<file path="config.mk">
export PLATFORM = sky130hd
export DESIGN_NAME = wb_shared_bus
export DESIGN_NICKNAME = d
export VERILOG_FILES = /design/src/rtl/wb_bus_pkg.sv /design/src/rtl/wb_rr_arbiter.sv /design/src/rtl/wb_shared_bus.sv
export SDC_FILE = /design/constraint.sdc
export NUM_CORES = 1
export LEC_CHECK = 0
export BUFFER_PORTS_ARGS = -buffer_cell sky130_fd_sc_hd__buf_2
export CELL_PAD_IN_SITES_DETAIL_PLACEMENT = 1
export CELL_PAD_IN_SITES_GLOBAL_PLACEMENT = 1
export CORE_AREA = 3 3 269 271
export DETAILED_ROUTE_END_ITERATION = 8
export DIE_AREA = 0 0 272 274
export PLACE_DENSITY = 0.33
export SYNTH_ARGS = -nofsm -noshare
export SYNTH_HDL_FRONTEND = slang
export SYNTH_SLANG_ARGS = --single-unit
</file>
<file path="constraint.sdc">
create_clock -name clk_i -period 2.59 [get_ports clk_i]
set_input_delay 0.6475 -clock clk_i [delete_from_list [all_inputs] [get_ports clk_i]]
set_output_delay 0.6475 -clock clk_i [all_outputs]
set_load 0.005 [all_outputs]
</file>
<file path="src/rtl/wb_bus_pkg.sv">
// Shared Wishbone constants and interconnect state encoding.
package wb_bus_pkg;
    localparam int ADR_W = 32;
    localparam int DAT_W = 32;
    localparam int SEL_W = 4;

    typedef enum logic [1:0] {
        IDLE = 2'd0,
        OWN  = 2'd1,
        DERR = 2'd2
    } bus_state_t;
endpackage

</file>
<file path="src/rtl/wb_rr_arbiter.sv">
// Round-robin arbiter: on load, registers the first requester after the last grant.
module wb_rr_arbiter #(
    parameter int N  = 4,
    parameter int IW = (N > 1) ? $clog2(N) : 1
) (
    input  logic          clk,
    input  logic          rst_n,
    input  logic [N-1:0]  req,
    input  logic          load,
    output logic [IW-1:0] grant_idx,
    output logic [N-1:0]  grant_oh
);
    logic [IW-1:0] last_reg;
    logic [IW-1:0] pick;

    // Scan from farthest to nearest so the closest requester after last_reg wins.
    always_comb begin
        pick = last_reg;
        for (int k = N; k >= 1; k--) begin
            if (req[(int'(last_reg) + k) % N]) begin
                pick = IW'((int'(last_reg) + k) % N);
            end
        end
    end

    always_ff @(posedge clk or negedge rst_n) begin
        if (!rst_n) begin
            last_reg  <= IW'(N - 1);
            grant_idx <= '0;
            grant_oh  <= N'(1);
        end else if (load && |req) begin
            last_reg  <= pick;
            grant_idx <= pick;
            grant_oh  <= N'(1) << pick;
        end
    end
endmodule

</file>
<file path="src/rtl/wb_shared_bus.sv">
// Parametrised Wishbone shared-bus interconnect with round-robin arbitration and decode errors.
// Watchdog timeout responses are built only when WB_SHARED_BUS_TIMEOUT_EN is defined.
module wb_shared_bus
    import wb_bus_pkg::*;
#(
    parameter int                        NUM_MASTERS    = 4,
    parameter int                        NUM_SLAVES     = 8,
    parameter logic [32*NUM_SLAVES-1:0]  SLV_ADDR       = {NUM_SLAVES{32'h0}},
    parameter logic [32*NUM_SLAVES-1:0]  SLV_MASK       = {NUM_SLAVES{32'h0}},
    parameter int                        TIMEOUT_CYCLES = 255
) (
    input  logic                           clk_i,
    input  logic                           rst_n_i,
    input  logic [ADR_W*NUM_MASTERS-1:0]   m_adr_i,
    input  logic [DAT_W*NUM_MASTERS-1:0]   m_dat_i,
    input  logic [SEL_W*NUM_MASTERS-1:0]   m_sel_i,
    input  logic [NUM_MASTERS-1:0]         m_we_i,
    input  logic [NUM_MASTERS-1:0]         m_cyc_i,
    input  logic [NUM_MASTERS-1:0]         m_stb_i,
    output logic [DAT_W-1:0]               m_dat_o,
    output logic [NUM_MASTERS-1:0]         m_ack_o,
    output logic [NUM_MASTERS-1:0]         m_err_o,
    output logic [NUM_MASTERS-1:0]         m_rty_o,
    output logic [ADR_W-1:0]               s_adr_o,
    output logic [DAT_W-1:0]               s_dat_o,
    output logic [SEL_W-1:0]               s_sel_o,
    output logic                           s_we_o,
    output logic [NUM_SLAVES-1:0]          s_cyc_o,
    output logic [NUM_SLAVES-1:0]          s_stb_o,
    input  logic [DAT_W*NUM_SLAVES-1:0]    s_dat_i,
    input  logic [NUM_SLAVES-1:0]          s_ack_i,
    input  logic [NUM_SLAVES-1:0]          s_err_i,
    input  logic [NUM_SLAVES-1:0]          s_rty_i
);
    localparam int IW = (NUM_MASTERS > 1) ? $clog2(NUM_MASTERS) : 1;
    localparam int SW = (NUM_SLAVES > 1) ? $clog2(NUM_SLAVES) : 1;

    bus_state_t             state_reg, state_next;
    logic                   arb_load;
    logic [IW-1:0]          owner;
    logic [NUM_MASTERS-1:0] owner_oh;

    wb_rr_arbiter #(.N(NUM_MASTERS), .IW(IW)) u_arb (
        .clk       (clk_i),
        .rst_n     (rst_n_i),
        .req       (m_cyc_i),
        .load      (arb_load),
        .grant_idx (owner),
        .grant_oh  (owner_oh)
    );

    logic [ADR_W-1:0] own_adr;
    logic             own_cyc, own_stb;

    assign own_adr = m_adr_i[ADR_W*owner +: ADR_W];
    assign own_cyc = m_cyc_i[owner];
    assign own_stb = own_cyc & m_stb_i[owner];
    assign s_adr_o = own_adr;
    assign s_dat_o = m_dat_i[DAT_W*owner +: DAT_W];
    assign s_sel_o = m_sel_i[SEL_W*owner +: SEL_W];
    assign s_we_o  = m_we_i[owner];

    logic [NUM_SLAVES-1:0] match, slv_oh;
    logic [SW-1:0]         slv_idx;
    logic                  hit;

    for (genvar gi = 0; gi < NUM_SLAVES; gi++) begin : g_decode
        assign match[gi] = ((own_adr & SLV_MASK[32*gi +: 32]) ==
                            (SLV_ADDR[32*gi +: 32] & SLV_MASK[32*gi +: 32]));
    end

    // Descending scan leaves the lowest matching index selected on overlap.
    always_comb begin
        slv_idx = '0;
        hit     = 1'b0;
        for (int k = NUM_SLAVES - 1; k >= 0; k--) begin
            if (match[k]) begin
                slv_idx = SW'(k);
                hit     = 1'b1;
            end
        end
    end

    assign slv_oh = hit ? (NUM_SLAVES'(1) << slv_idx) : '0;

    logic active, resp_ack, resp_err, resp_rty, any_resp, wd_hit;

    assign active   = (state_reg == OWN) && own_stb && hit;
    assign resp_ack = active & s_ack_i[slv_idx];
    assign resp_err = active & s_err_i[slv_idx];
    assign resp_rty = active & s_rty_i[slv_idx];
    assign any_resp = resp_ack | resp_err | resp_rty;
    assign m_dat_o  = s_dat_i[DAT_W*slv_idx +: DAT_W];

`ifdef WB_SHARED_BUS_TIMEOUT_EN
    localparam int WD_W = $clog2(TIMEOUT_CYCLES + 1);
    logic [WD_W-1:0] wd_reg, wd_next;

    assign wd_hit  = active && (wd_reg == WD_W'(TIMEOUT_CYCLES));
    assign wd_next = (!active || any_resp || wd_hit) ? '0 : wd_reg + 1'b1;

    always_ff @(posedge clk_i or negedge rst_n_i) begin
        if (!rst_n_i) wd_reg <= '0;
        else          wd_reg <= wd_next;
    end
`else
    logic unused_timeout;
    assign unused_timeout = (TIMEOUT_CYCLES != 0);
    assign wd_hit         = 1'b0;
`endif

    // A slave response in the timeout cycle takes precedence over the watchdog error.
    logic err_owner;
    assign err_owner = resp_err | (wd_hit & ~any_resp) | (state_reg == DERR);

    for (genvar gi = 0; gi < NUM_MASTERS; gi++) begin : g_resp
        assign m_ack_o[gi] = owner_oh[gi] & resp_ack;
        assign m_err_o[gi] = owner_oh[gi] & err_owner;
        assign m_rty_o[gi] = owner_oh[gi] & resp_rty;
    end

    assign s_cyc_o = ((state_reg == OWN) && own_cyc) ? slv_oh : '0;
    assign s_stb_o = ((state_reg == OWN) && own_stb && !wd_hit) ? slv_oh : '0;

    always_comb begin
        state_next = state_reg;
        arb_load   = 1'b0;
        case (state_reg)
            IDLE: begin
                if (|m_cyc_i) begin
                    arb_load   = 1'b1;
                    state_next = OWN;
                end
            end
            OWN: begin
                if (!own_cyc) begin
                    arb_load   = 1'b1;
                    state_next = (|m_cyc_i) ? OWN : IDLE;
                end else if (own_stb && !hit) begin
                    state_next = DERR;
                end
            end
            DERR:    state_next = OWN;
            default: state_next = IDLE;
        endcase
    end

    always_ff @(posedge clk_i or negedge rst_n_i) begin
        if (!rst_n_i) state_reg <= IDLE;
        else          state_reg <= state_next;
    end
endmodule

</file>
==> results.txt, run 1 <==
----------------------------------------------------
[Place]
  Gp weighted congestion ... 0.862
  Placed wire-length estimate after detailed placement ... 17600 um
  Count of input and output buffers ... 371

[STA]
  Final hold viol count ... 0
  Post-layout minimum cycle time ... 2.63 ns
  Post-route setup TNS ... -0.225 ns
  Hold_ws ... 0.258 ns
  Relative slew slack ... 62.3%
  Final critical-path share of the clock period ... 102%
  Setup repair after global routing missed its margin ... true
  Largest clock skew in the final design ... 0.00412 ns
  Actual transition at the worst max-transition pin ... 0.565 ns
  Slack of the critical path ... -0.0424 ns
  Final Max Slew Viols ... 0
  Final Setup Violations ... 8
  Achievable clock frequency ... 380 MHz

[Flow run]
  Max-cap violation count ... 0

[Global routing]
  Overall fraction of global-route tracks in use ... 4.78%
  Global-route wire length before repair ... 26100 um
  Met3 GRT Util ... 1.15%
  Initial antenna violation count ... 3
  Vias in the first global route ... 3747
  GR Util met2 ... 9.04%
  Pin count of the biggest net entering global routing ... 60
  Met1 usage ... 5.32%
  Most Used Layer, Global Route ... met2
  Congestion Overflow GR ... 0

[Route]
  DR iter-0 viols ... 64
  Detail Route Antenna Nets ... 0
  DR vias/cell ... 2.29
  Total wirelength of the detailed-routed design ... 20200 um
  Drc violations ... 0
  Routed vias ... 3431
  Routed length per placed instance ... 13.5 um
  Number of optimization iterations in the first detailed-route pass ... 4

[Worst hold path]
  Hold crit path type ... in2async

[Worst setup path]
  Critical Path Max Stage Delay ... 0.61 ns
  Arrival time reported for the critical path endpoint ... 1.98 ns
  Worst endpoint required time ... 1.94 ns
  Kind of critical path ... reg2out
  Top fanout value on the critical path ... 4
  Cell Chain, Critical Path ... inv_4 -> mux4_2 -> buf_4 -> nor2_4 -> and2_1 -> buf_2
  Cell with the biggest individual delay on the critical path ... sky130_fd_sc_hd__mux4_2
  Type of origin of the critical path ... flip-flop
  Critical path capture point type ... output port

[CTS]
  Clock network latency to the later pin of the worst-skew pair ... 0.23 ns
  Buffers from clock root to sink, at most ... 2
  Worst-path clk slew ... 0.04 ns
  Count of H-tree levels built during CTS ... 1
  Clk Tree Root Cell ... sky130_fd_sc_hd__clkbuf_16
  Total CTS buffers ... 3
  TritonCTS clock tree ... built
  Clock net sink count ... 9

[Synth]
  Most instantiated flip-flop cell in the synthesis netlist ... sky130_fd_sc_hd__dfrtp_1
  Cell with the most instances after synthesis ... sky130_fd_sc_hd__mux4_2
  Yosys top cell area share ... 59.5%
  Post-synth top area cell ... sky130_fd_sc_hd__mux4_2
  Number of storage elements in the synthesis netlist ... 9
  Most frequent cells after synthesis ... 70 x sky130_fd_sc_hd__mux4_2, 50 x sky130_fd_sc_hd__buf_4, 11 x sky130_fd_sc_hd__and2_1
  Top post-synthesis cells by area ... sky130_fd_sc_hd__mux4_2 60%, sky130_fd_sc_hd__buf_4 14%, sky130_fd_sc_hd__dfrtp_1 5.7%
  Count of distinct cell types in the synthesized netlist ... 33
  Post-synthesis async set-or-reset flop share ... 100%
  Number of warnings issued by yosys ... 0
  Synth Cell Area ... 2650 sq um
  Cells after synthesis ... 207
  Number of enable flip-flop cells after synthesis ... 0
  Sequential-to-total area share from yosys stat ... 8.65%
  Average size of a mapped cell ... 12.8 sq um

[Pwr]
  Leak ... 0.00248 uW
  Maximum resistive drop on vdd ... 0.411 mV
  PwrDens ... 705 nW/um^2
  Total power after layout ... 4060 uW

[Floorplan]
  Area enclosed by the die boundary ... 74500 sq um
  Floorplan core area ... 70000 sq um
  Die span in y ... 274 um
  Die width ... 272 um
  Starting Density ... 3.78%
  I/O Pins ... 695
  Row Count ... 97

[Outcome]
  Status ... finished, violations left
  Violations in the final reports ... setup timing

[Layout]
  Share of layout cells above drive strength 1 ... 88.0%
  P&R area growth vs syn ... 118%
  Flip-flop count of the largest register, all copies and words added ... 4
  Net count, final ... 1127

----------------------------------------------------
==> where the power goes <==
| part | internal, uW | switching [uW] | leakage (uW) | total, uW |
|---|---|---|---|---|
| registers | 225 | 88.9 | 0.000101 | 314 |
| logic | 1930 | 1550 | 0.00234 | 3480 |
| clock network | 203 | 66.7 | 0.0000409 | 270 |
| total | 2360 | 1700 | 0.00248 | 4060 |
==> path summary, 6_finish.rpt <==
| kind | startpoint | end | slack (ns) | cells past startpoint |
|---|---|---|---|---|
| min in group clk_i | u_arb.last_reg[1] | u_arb.last_reg[1] | 0.53 | 2 |
| hold / removal | rst_n_i | u_arb.grant_oh[1] | 0.26 | 1 |
| max in group asynchronous | rst_n_i | u_arb.last_reg[1] | 2.08 | 1 |
| setup reg to reg | u_arb.grant_idx[1] | u_arb.grant_oh[0] | 0.64 | 5 |
| hold reg to reg | u_arb.last_reg[1] | u_arb.last_reg[1] | 0.53 | 2 |
| setup / recovery | u_arb.grant_idx[0] | m_ack_o[3] | -0.04 | 6 |
==> logic make-up (layout without fill, tap and decap cells) <==
logic type	count (synthesis)	in the layout	share of synthesized area [%]
AO/OA/AOI/OAI	25	25	6.66
buffers and inverters	68	408	17.5
flip-flops	9	9	8.65
multiplexers	72	72	60.4
other	1	15	0.142
AND/OR/NAND/NOR	32	32	6.57
==> stage by stage <==
| stage | cell area (sq um) | util, % | cells | setup slack, ns |
|---|---|---|---|---|
| 6_report | 5760 | 8.23 | 1501 | -0.0424 |
| 5_1_grt | 5760 | 8.23 | 1501 | -0.115 |
| 4_1_cts | 5630 | 8.03 | 1486 | -0.0860 |
| 3_5_place_dp | 5440 | 7.77 | 1481 | -0.116 |
| 3_3_place_gp | 5440 | 7.77 | 1481 | -0.0841 |
| 2_1_floorplan | 2700 | - | 220 | 0.453 |
==> critical path, delay by kind of cell, from the launching register on <==
kind | cells | cell delay, ns
buf+inv | 3 | 0.40
flops | 1 | 0.50
mux | 1 | 0.61
simple gates | 2 | 0.24
==> cell usage in the layout, fill, tap and decap left out, types with 2 or more instances in the layout <==
cell type,n
sky130_fd_sc_hd__dfstp_2,3
sky130_fd_sc_hd__o21ai_1,3
sky130_fd_sc_hd__conb_1,14
sky130_fd_sc_hd__buf_16,3
sky130_fd_sc_hd__nand2b_1,2
sky130_fd_sc_hd__o31ai_1,4
sky130_fd_sc_hd__dfrtp_4,2
sky130_fd_sc_hd__buf_6,8
sky130_fd_sc_hd__dfrtp_1,4
sky130_fd_sc_hd__inv_1,2
sky130_fd_sc_hd__mux4_2,70
sky130_fd_sc_hd__and2_4,5
sky130_fd_sc_hd__nor2_1,3
sky130_fd_sc_hd__buf_4,20
sky130_fd_sc_hd__nor2_2,2
sky130_fd_sc_hd__and2_1,6
sky130_fd_sc_hd__o21ai_0,10
sky130_fd_sc_hd__buf_2,366
sky130_fd_sc_hd__nand2_1,8
sky130_fd_sc_hd__buf_12,2
sky130_fd_sc_hd__clkbuf_16,4
==> final cells by class <==
class                           count  area, sq um
Antenna cell                        1         2.50
Clock buffer                        3         75.1
Clock inverter                      1         5.00
Fill cell                        8444        64300
Inverter                            4         17.5
Multi-Input combinational cell    143         2030
Sequential cell                     9          236
Tap cell                          940         1180
Timing Repair Buffer              400         2220
==> routing by layer <==
layer,share of wire (%),vias to the layer above
li1,-,1501
met1,36,1620
met4,2.1,0
met3,10,22
met5,0,-
met2,51,288
==> repair_timing <==
item                                    CTS  global route
gates cloned                              1             1
resized for setup                        16             5
hold buffers                              0             0
pin swaps                                 1             1
endpoints found under the setup margin   14            35
buffers inserted                          0            13
Note: power is estimated with default switching activity, not from simulation.
==> inputs of run 2 (changes only) <==
PLACE_DENSITY = 0.45   (was 0.33)
==> run 2 against run 1 <==
Net effect: the run still ends with setup timing left; worst setup slack got worse by 0.014 ns; cell count fell by 0.27%; critical endpoint is now m_ack_o[2]; register-to-register slack barely moved; global-route usage rose by 0.47 points; power fell by 2.5%; largest cell class unchanged; clock-buffer cell count rose by 1; clock power barely moved; wire length rose by 5.7%; sequential cell count did not move; combinational power fell by 3%; final area fell by 1.6%.
==> results.txt, run 2 (same netlist as run 1, synthesis figures left out) <==
----------------------------------------------------
[Layout]
  Fillers ... 8439
  Flip-flop count of the largest register, all copies and words added ... 4
  Net count, final ... 1115
  Share of layout cells above drive strength 1 ... 87.4%
  Multi-input logic area ... 2040 sq um
  Layout Cells excl Fill ... 1497
  Register cell area after layout ... 236 sq um
  Most common library cell in the layout ignoring fill and taps ... sky130_fd_sc_hd__buf_2
  Top library cells by usage in the layout, fill and taps aside ... 361 x sky130_fd_sc_hd__buf_2, 70 x sky130_fd_sc_hd__mux4_2, 14 x sky130_fd_sc_hd__conb_1, 14 x sky130_fd_sc_hd__buf_6, 11 x sky130_fd_sc_hd__buf_4
  Layout Cell Area excl Fill ... 5670 sq um
  P&R area growth vs syn ... 114%

[CTS]
  Buffers from clock root to sink, at most ... 2
  Clock network latency to the later pin of the worst-skew pair ... 0.23 ns
  Count of H-tree levels built during CTS ... 1
  TritonCTS clock tree ... built
  Clock net sink count ... 9
  Worst-path clk slew ... 0.04 ns
  Total CTS buffers ... 3
  Clk Tree Root Cell ... sky130_fd_sc_hd__clkbuf_16

[STA]
  Slack of the critical path ... -0.0564 ns
  Relative slew slack ... 65.7%
  Largest clock skew in the final design ... 0.00129 ns
  Hold_ws ... 0.258 ns
  Achievable clock frequency ... 378 MHz
  Final hold viol count ... 0
  Final Max Slew Viols ... 0
  Setup repair after global routing missed its margin ... true
  Final Setup Violations ... 13
  Final critical-path share of the clock period ... 102%
  Actual transition at the worst max-transition pin ... 0.514 ns
  Post-layout minimum cycle time ... 2.65 ns

[Route]
  DR vias/cell ... 2.32
  Drc violations ... 0
  Routed length per placed instance ... 14.3 um
  Detail Route Antenna Nets ... 0
  Total wirelength of the detailed-routed design ... 21400 um
  Number of optimization iterations in the first detailed-route pass ... 4
  Routed vias ... 3477
  DR iter-0 viols ... 95

[Global routing]
  Initial antenna violation count ... 15
  Global-route wire length before repair ... 28000 um
  Vias in the first global route ... 3884
  Congestion Overflow GR ... 0
  Pin count of the biggest net entering global routing ... 56
  Overall fraction of global-route tracks in use ... 5.25%

[Worst setup path]
  Worst reg2reg path startpoint ... u_arb.grant_idx[1]
  Top fanout value on the critical path ... 3
  Worst reg2reg endpoint ... u_arb.grant_oh[0]
  Critical path capture point type ... output port
  Flop-to-flop setup slack ... 0.64 ns
  Type of origin of the critical path ... flip-flop
  Critical path origin ... u_arb.grant_idx[0]
  Number of cells traversed by the worst register-to-register path ... 5
  Arrival time reported for the critical path endpoint ... 2.00 ns
  Kind of critical path ... reg2out
  Worst endpoint required time ... 1.94 ns

[Pwr]
  Leak ... 0.00240 uW
  Total power after layout ... 3960 uW
  Maximum resistive drop on vdd ... 0.412 mV
  PwrDens ... 698 nW/um^2

[Place]
  Placed cell count ... 1482
  Gp weighted congestion ... 0.821
  Setup WS pre-CTS ... -0.169 ns
  Placed Instance Area ... 5430 sq um
  Placed wire-length estimate after detailed placement ... 19800 um
  Count of input and output buffers ... 371

[Floorplan]
  Row Count ... 97
  Floorplan core area ... 70000 sq um
  Area enclosed by the die boundary ... 74500 sq um
  Die width ... 272 um
  Die span in y ... 274 um
  Starting Density ... 3.78%
  I/O Pins ... 695

[Outcome]
  Status ... finished, violations left
  Violations in the final reports ... setup timing

[Flow run]
  Max-cap violation count ... 0

[Worst hold path]
  Hold crit path type ... in2async

----------------------------------------------------
[run 2: where the power goes]
group	leakage [uW]	internal, uW	switching, uW
sequential	0.000101	225	107
combinational	0.00226	1780	1580
clock	0.0000382	205	62.3
[run 2: how the worst max path moves through the flow]
stage / to / depth (start not counted)
detailed placement: m_ack_o[2] / 7
global route: m_err_o[0] / 6
global placement: m_ack_o[2] / 7
CTS: m_err_o[0] / 6
floorplan: m_rty_o[0] / 4
finish: m_ack_o[2] / 6
[run 2: final cells by class]
class | instances | area share, %
Antenna cell | 9 | 0.397
Timing Repair Buffer | 388 | 36.9
Multi-Input combinational cell | 143 | 36.1
Clock buffer | 4 | 1.39
Tap cell | 940 | 20.7
Sequential cell | 9 | 4.17
Inverter | 4 | 0.309
[run 2: layer usage]
layer / track usage (%) / up-vias / routed length, um
met5: 0 / - / 18
met2: 8.94 / 323 / 9850
met1: 5.67 / 1629 / 7690
met4: 1.93 / 2 / 628
met3: 2.51 / 38 / 3210
li1: - / 1485 / -
[run 2: metrics by stage]
step	setup TNS (ns)	util, %
after floorplan	0	-
after global placement	-0.379	7.75
after detailed placement	-0.461	7.75
after CTS	-0.397	7.99
after global routing	-1.77	8.08
final	-0.420	8.10
[run 2: worst max-delay path, cell delays in order (launching register included)]
cell and delay (ns):
sky130_fd_sc_hd__dfrtp_4 0.52, sky130_fd_sc_hd__inv_4 0.08, sky130_fd_sc_hd__mux4_2 0.60, sky130_fd_sc_hd__nor2_4 0.18, sky130_fd_sc_hd__buf_6 0.12, sky130_fd_sc_hd__and3_4 0.17, sky130_fd_sc_hd__buf_6 0.09
[run 2: repair_timing]
action | in CTS | in global routing
setup buffers | 2 | 1
hold buffers | 0 | 0
pin swaps | 4 | 1
endpoints found under the setup margin | 18 | 35
resized for setup | 19 | 13
